`config.mk`:
```
export PLATFORM = sky130hd
export DESIGN_NAME = gray_decoder
export DESIGN_NICKNAME = d
export VERILOG_FILES = /design/src/rtl/gray_decoder.sv
export SDC_FILE = /design/constraint.sdc
export NUM_CORES = 1
export LEC_CHECK = 0
export CORE_UTILIZATION = 40
export CTS_BUF_LIST = sky130_fd_sc_hd__clkbuf_16
export CTS_CLUSTER_DIAMETER = 40
export DETAILED_ROUTE_END_ITERATION = 8
export GPL_ROUTABILITY_DRIVEN = 0
export PLACE_DENSITY_LB_ADDON = 0.05
export SETUP_SLACK_MARGIN = 0.4
export SLEW_MARGIN = 10
export SYNTH_ARGS = -nofsm -noshare
export SYNTH_HDL_FRONTEND = slang
export SYNTH_SLANG_ARGS = --single-unit
export TNS_END_PERCENT = 50
```
`constraint.sdc`:
```
create_clock -name Clk -period 3.09 [get_ports Clk]
set_input_delay 0.927 -clock Clk [delete_from_list [all_inputs] [get_ports Clk]]
set_output_delay 0.927 -clock Clk [all_outputs]
set_load 0.05 [all_outputs]
```
`src/rtl/gray_decoder.sv`:
```
// gray_decoder: receive-side Gray-code checker.
// Decodes each accepted Gray sample to binary and registers it with a one-cycle
// valid pulse. It also checks that each sample is a hold or a +1 step from the
// previous one, and counts forward wraps (max -> 0) in a saturating counter.
// Optional feature macro: GRAY_DEC_RESYNC_EN. When it is defined, the first
// sample after an error becomes the new reference and Step_Err clears.
module gray_decoder #(
  parameter int WIDTH = 3,
  parameter int CNT_W = 4
) (
  input  logic             Clk,
  input  logic             Reset,
  input  logic             En,
  input  logic [WIDTH-1:0] Gray_In,
  output logic [WIDTH-1:0] Bin_Out,
  output logic             Bin_Valid,
  output logic             Step_Err,
  output logic             Overflow,
  output logic [CNT_W-1:0] Wrap_Cnt
);

  typedef enum logic [1:0] {
    IDLE  = 2'b00,  // no reference sample yet
    TRACK = 2'b01,  // checking each sample against the previous one
    ERR   = 2'b10   // illegal step seen; decode only
  } state_e;

  localparam logic [WIDTH-1:0] BIN_MAX = '1;
  localparam logic [CNT_W-1:0] CNT_MAX = '1;

  // Binary bit i is the XOR of Gray bits WIDTH-1 down to i.
  function automatic logic [WIDTH-1:0] gray2bin(input logic [WIDTH-1:0] g);
    logic [WIDTH-1:0] b;
    for (int i = 0; i < WIDTH; i++) begin
      b[i] = ^(g >> i);
    end
    return b;
  endfunction

  state_e           state_q, state_d;
  logic [WIDTH-1:0] bin_q, bin_d;
  logic             valid_q, valid_d;
  logic             err_q, err_d;
  logic             ovf_q, ovf_d;
  logic [CNT_W-1:0] wrap_q, wrap_d;

  logic [WIDTH-1:0] dec;
  logic [WIDTH-1:0] next_exp;

  // The previous accepted sample is always the value held in Bin_Out, so it
  // serves as the reference for the step check.
  assign dec      = gray2bin(Gray_In);
  assign next_exp = bin_q + 1'b1;

  // Next-state and datapath logic: decode, step check and wrap counting.
  always_comb begin
    // NOTE: every variable gets a default first, so no path leaves one
    // unassigned and no latch is inferred.
    state_d = state_q;
    bin_d   = bin_q;
    valid_d = 1'b0;
    err_d   = err_q;
    ovf_d   = ovf_q;
    wrap_d  = wrap_q;

    if (En) begin
      bin_d   = dec;
      valid_d = 1'b1;
      unique case (state_q)
        IDLE: begin
          state_d = TRACK;
        end
        TRACK: begin
          if (dec == bin_q) begin
            state_d = TRACK;
          end else if (dec == next_exp) begin
            if (bin_q == BIN_MAX) begin
              ovf_d = 1'b1;
              if (wrap_q != CNT_MAX) begin
                wrap_d = wrap_q + 1'b1;
              end
            end
          end else begin
            err_d   = 1'b1;
            state_d = ERR;
          end
        end
        ERR: begin
`ifdef GRAY_DEC_RESYNC_EN
          // This sample becomes the new reference, and checking resumes.
          err_d   = 1'b0;
          state_d = TRACK;
`else
          // The error is absorbing: only a reset leaves this state.
          state_d = ERR;
`endif
        end
        default: begin
          state_d = IDLE;
        end
      endcase
    end
  end

  // State register with synchronous active-low reset.
  always_ff @(posedge Clk) begin
    // NOTE: sequential state uses non-blocking assignments only, so every
    // flop samples the values from before the edge.
    if (!Reset) begin
      state_q <= IDLE;
      bin_q   <= '0;
      valid_q <= 1'b0;
      err_q   <= 1'b0;
      ovf_q   <= 1'b0;
      wrap_q  <= '0;
    end else begin
      state_q <= state_d;
      bin_q   <= bin_d;
      valid_q <= valid_d;
      err_q   <= err_d;
      ovf_q   <= ovf_d;
      wrap_q  <= wrap_d;
    end
  end

  assign Bin_Out   = bin_q;
  assign Bin_Valid = valid_q;
  assign Step_Err  = err_q;
  assign Overflow  = ovf_q;
  assign Wrap_Cnt  = wrap_q;

endmodule
```
# --- Word-level counts from Yosys, hierarchy flattened ---
# Index checks and enable logic that the tools add are counted.
classes:
  add_sub_neg: 2
  shift: 0
  n_bitwise: 2
  n_div: 0
  eq_ne: 7
  mux: 4
  n_reduce_logical: 8
  order_cmp: 0
  multipliers: 0
op_table:
  columns: ["cell", "n"]
  rows:
  - ["3-bit XOR reduction", 3]
  - ["3-bit == test", 2]
  - ["2-bit one-hot mux with 3 select lines", 1]
  - ["6-bit AND reduction", 1]
  - ["5-bit AND reduction", 1]
  - ["4-bit by 1-bit adder with 4-bit output (second input constant)", 1]
  - ["2-bit two-way mux", 2]
  - ["4-bit inequality test (second input constant)", 1]
  - ["4-bit AND reduction", 1]
  - ["3-bit by 1-bit adder with 3-bit output (second input constant)", 1]
  - ["3-bit == test (second input constant)", 1]
  - ["3-bit inequality test (second input constant)", 1]
  - ["2-bit by 1-bit == test with 1-bit output (second input constant)", 1]
  - ["2-bit == test (second input constant)", 1]
  - ["2-bit logical NOT", 1]
  - ["1-bit NOT", 2]
  - ["2-bit AND reduction", 1]
  - ["1-bit two-way mux", 1]
word_totals:
  ramBits: 0
  latchBits: 0
  reg_bits: 12
  out_inout_bits: 10
  rom_bits: 0
  mem_count: 0
  wordCells: 29

# --- Depth between registers and ports, before layout ---
logic_depth:
  word_depth: 5
  mapped_depth: 6
  mapped_depth_nobuf: 6

# --- Worst setup path after synthesis ---
# OpenSTA, ideal clock, no wires.
synth_path:
  path_kind: "register to register"
  from: "register bin_q[0] (netlist: Bin_Out[0])"
  to: "register wrap_q[2] (netlist: Wrap_Cnt[2])"
  setup_slack_ns: 0.788
  setup_ns: 0.119
  t_arrival_ns: 2.184
  path_buffers: 0
  path_stages_with_launch: 7
  cell_sequence: "dfxtp_1 ha_1 ha_1 and4bb_4 nor3_4 or3_1 o221a_1"
synth_between:
  elab_chain_len: 3
synth_rtl:
  columns: ["element", "line", "rtl"]
  rows:
  - ["from (decl)", "41", "logic [WIDTH-1:0] bin_q, bin_d;"]
  - ["from (signal assigned)", "118", "bin_q <= bin_d;"]
  - ["3-bit by 1-bit adder with 3-bit output / 3-bit == test (equally long branches)", "53, 74", null]
  - ["3-bit == test / 1-bit NOT (equally long branches)", null, null]
  - ["6-bit AND reduction (no line) (*)", null, null]
  - ["to (signal assigned)", "122", "wrap_q <= wrap_d;"]
  - ["to (decl)", "45", "logic [CNT_W-1:0] wrap_q, wrap_d;"]
# Every way passes the cells marked *; elsewhere a longest branch is shown, timed or not.
# A chain may end at the register's enable or synchronous reset.

# --- Worst setup path after layout ---
layout_path:
  from: "input Gray_In[2]"
  to: "register state_q[0]"
layout_between:
  elab_chain_len: 4
layout_rtl:
  columns: ["element", "line", "rtl"]
  rows:
  - ["from (decl)", "14", "input logic [WIDTH-1:0] Gray_In,"]
  - ["3-bit XOR reduction", "35", "b[i] = ^(g >> i);"]
  - ["3-bit == test (on tied branches)", "74, 76", null]
  - ["2-bit two-way mux / 3-bit inequality test (equally long branches)", null, null]
  - ["2-bit one-hot mux with 3 select lines / 2-bit AND reduction (equally long branches)", null, null]
  - ["to (signal assigned)", "117", "state_q <= state_d;"]
  - ["to (decl)", "40", "state_e state_q, state_d;"]
# Several ways; a longest one is shown, not always the timed one.

==> impl_results.md <==
- Post-Synth XOR/XNOR Area: 0.04674
- Leak pwr: 0.3685 nW
- Clk Latency, worst-skew pair: 0.24 ns
- Combinational family with the most area after synthesis: simple AND/OR/NAND/NOR gates
- Largest net degree at the start of global routing: 17
- Arrival time worst endpoint: around 2.7 ns
- Clk root buf: clkbuf_16
- Final period utilization: 0.8276
- Simple-Gate Fraction of Synth Area: 0.3489
- First-pass GRT wire length: about 2.5 mm
- Cell count after synthesis: 75
- Clock slew at reported path FFs: roughly 0.040 ns
- Initial core utilization: 0.4294
- GRT Total Usage: 0.1687
- Final Setup Violations: 0
- Post-synthesis async set-or-reset flop share: 0
- Detailed Routing Iterations Pass 1: 2
- Final Hold Fails: 0
- Drt initial violations: 4
- Final WS setup: between 0.5 and 0.6 ns
- Pre-CTS setup slack: ~0.28 ns
- DRC: 0
- Hold Path Cell Cnt: 2
- Syn Nets: 84
- Final min period: 2.557 ns
- Register area share after synthesis: 0.3205
- Area share of the largest cell type after synthesis: 0.3205
- Crit. End Element: flop
- DR vias/cell: ~5.3
- Syn_area_per_cell: between 9 and 10 um^2
- Yosys top cell by area: dfxtp_1
- IO Count: 16
- Remaining antenna violation count after routing: 0
- Yosys cell types: 37
- Vias: approximately 600
- I/O Buffers: 15
- Die Span Y: roughly 45 um
- Row count: 15
- Synth top cells by count: 12 x dfxtp_1, 9 x nand2_1, 5 x mux2i_1
- Yosys synthesis warning count: 0
- Clk buf depth: 2
- Routing usage on met3: 0.04800
- PwrDens: about 510 nW/um^2
- Setup TNS: 0 ns
- Max-cap violations: 0
- Layout cells sized above 1: 0.1209
- Final Skew: 0.0006067 ns
- Gr busiest metal: met2
- GRT met1 Usage: 0.2010
- M2 GR Usage: 0.2899
- RSZ-0062 raised after global routing: no
- CTS buffer count: 3
- Core ar.: roughly 1700 um^2
- Crit Path Category: in -> reg
- Fin nets: between 100 and 150
- Slew headroom: 0.6542
- CTS tree: done
- Antenna violations before repair: 0
- Hold Crit Class: reg -> reg
- Proportion of synthesized area in mux cells: 0.06678
- Compound-Gate Fraction of Synth Area: 0.1235
- Number of flops mapped to enable cells by yosys: 0
- Worst vdd ir: about 0.00033 V
- Peak Freq: 391.0 MHz
- WP data required: approximately 3.2 ns
- Top cells by area, synth: dfxtp_1 32%, mux2i_1 6.7%, ha_1 5.0%, nand2_1 4.5%, o31ai_1 4.0%
- Post-CTS Resized: 0
- FF-to-FF path depth: 6
- Yosys reg bits: 12
- Routed len/inst: roughly 12 um
- Fin util: 0.5663
- Vias in the first global route: slightly below 600
- Synthesis-to-finish area growth: 31.89%
- Min Hold Slack: approximately 0.46 ns
- Fillers: 145
- Status: finished, final reports clean
- CP startpoint kind: input port
- Die area: 2051 um^2
- Die Wd: ~45 um
- Mapped cell area: 749.5 um^2
- Most frequent cell after synthesis: dfxtp_1
- Htree depth: 1
- CTS sink count: 12
- Antenna fix cells: 0
- Least-Margin Pin Slew: approximately 0.52 ns
- Global route overflow: 0
- Fin. max-slew vios: 0
- Total Power: about 0.0005 W
- Hold-fix buffers at CTS: 0
- Total Routed Length: ~1.4 mm
- CP Max Fanout: 10
- DP Wirelength: approximately 1.1 mm
- Post-Synth Adder-Cell Area: 0.05008
- Most used DFF post-synth: dfxtp_1
- # Post-CTS Setup Buffers: 0
cell type report:
class	count	area [um^2]	area share
well taps	25	31.28	0.03165
multi-input cells	58	476.7	0.4823
repair buffers	16	157.7	0.1595
clock buffers	3	75.07	0.07595
clock inverters	1	3.754	0.003797
inverters	1	3.754	0.003797
flip-flops and latches	12	240.2	0.2430
sequential cells by signal, indices dropped and copies added, names as in the netlist:
register / count
Wrap_Cnt: 4
Bin_Out: 3
state_q: 2
Bin_Valid: 1
Overflow: 1
Step_Err: 1
critical path, stage by stage:
cell and delay (ns):
clkdlybuf4s50_1 0.58, and4b_1 0.32, nor3_2 0.33, o22ai_1 0.21, o311a_1 0.31
layout by cell type (no fill, tap or decap):
| master | n |
|---|---|
| xor2_1 | 1 |
| and3_1 | 1 |
| nor2b_1 | 2 |
| ha_1 | 3 |
| o211a_1 | 1 |
| nand3b_1 | 1 |
| inv_1 | 1 |
| and4bb_2 | 1 |
| nand2b_1 | 2 |
| and4b_1 | 2 |
| o22ai_1 | 1 |
| clkinv_1 | 1 |
| o31ai_1 | 4 |
| a21oi_1 | 1 |
| o221a_1 | 1 |
| buf_4 | 1 |
| and2_1 | 1 |
| xnor2_1 | 3 |
| dfxtp_1 | 12 |
| nand2_1 | 9 |
| clkdlybuf4s50_1 | 15 |
| o211ai_2 | 1 |
| nand3_1 | 2 |
| and4bb_4 | 1 |
| nor4b_1 | 2 |
| and3b_1 | 1 |
| nand4b_1 | 2 |
| nor2_1 | 2 |
| nor3_4 | 1 |
| nor4_4 | 1 |
| mux2i_1 | 5 |
| nor4_1 | 1 |
| o311a_1 | 1 |
| clkbuf_16 | 3 |
| or3_1 | 1 |
| a21boi_1 | 1 |
| nor4_2 | 1 |
| nor3_2 | 1 |
cell families (layout without fill, tap and decap cells):
logic type | count (synthesis) | after routing
xor+xnor | 4 | 4
compound gates | 11 | 11
simple gates | 35 | 35
flops | 12 | 12
fa+ha+maj | 3 | 3
mux | 5 | 5
buf+inv | 5 | 21
layer usage:
layer / vias to the layer above / part of all wire / wire length, um
met3: 2 / 0.043 / 61
li1: 313 / - / -
met5: - / 0 / 0
met4: 0 / 0.012 / 17
met1: 279 / 0.48 / 678
met2: 15 / 0.47 / 667
final timing paths:
| kind | startpoint | endpoint | slack, ns |
|---|---|---|---|
| max | Gray_In[2] | state_q[0]$_SDFFE_PN0P_ | 0.53 |
| min | Step_Err$_SDFFE_PN0P_ | Step_Err$_SDFFE_PN0P_ | 0.46 |
| max reg2reg | Bin_Out[1]$_SDFFE_PN0P_ | state_q[0]$_SDFFE_PN0P_ | 0.97 |
| min reg2reg | Step_Err$_SDFFE_PN0P_ | Step_Err$_SDFFE_PN0P_ | 0.46 |
where the power goes:
part	switching (W)	internal (W)	leakage [nW]
clock network	0.0000662	0.000170	0.0385
logic	0.0000556	0.0000409	0.232
registers	0.00000794	0.000163	0.0981
total	0.000130	0.000374	0.369
per-stage QoR:
step / std cells / cell area (um^2)
after global placement: 112 / 909.6
after global routing: 116 / 988.4
after CTS: 116 / 988.4
after floorplan: 75 / 749.5
final: 116 / 988.4
after detailed placement: 112 / 909.6
(Power assumes the default switching activity.)
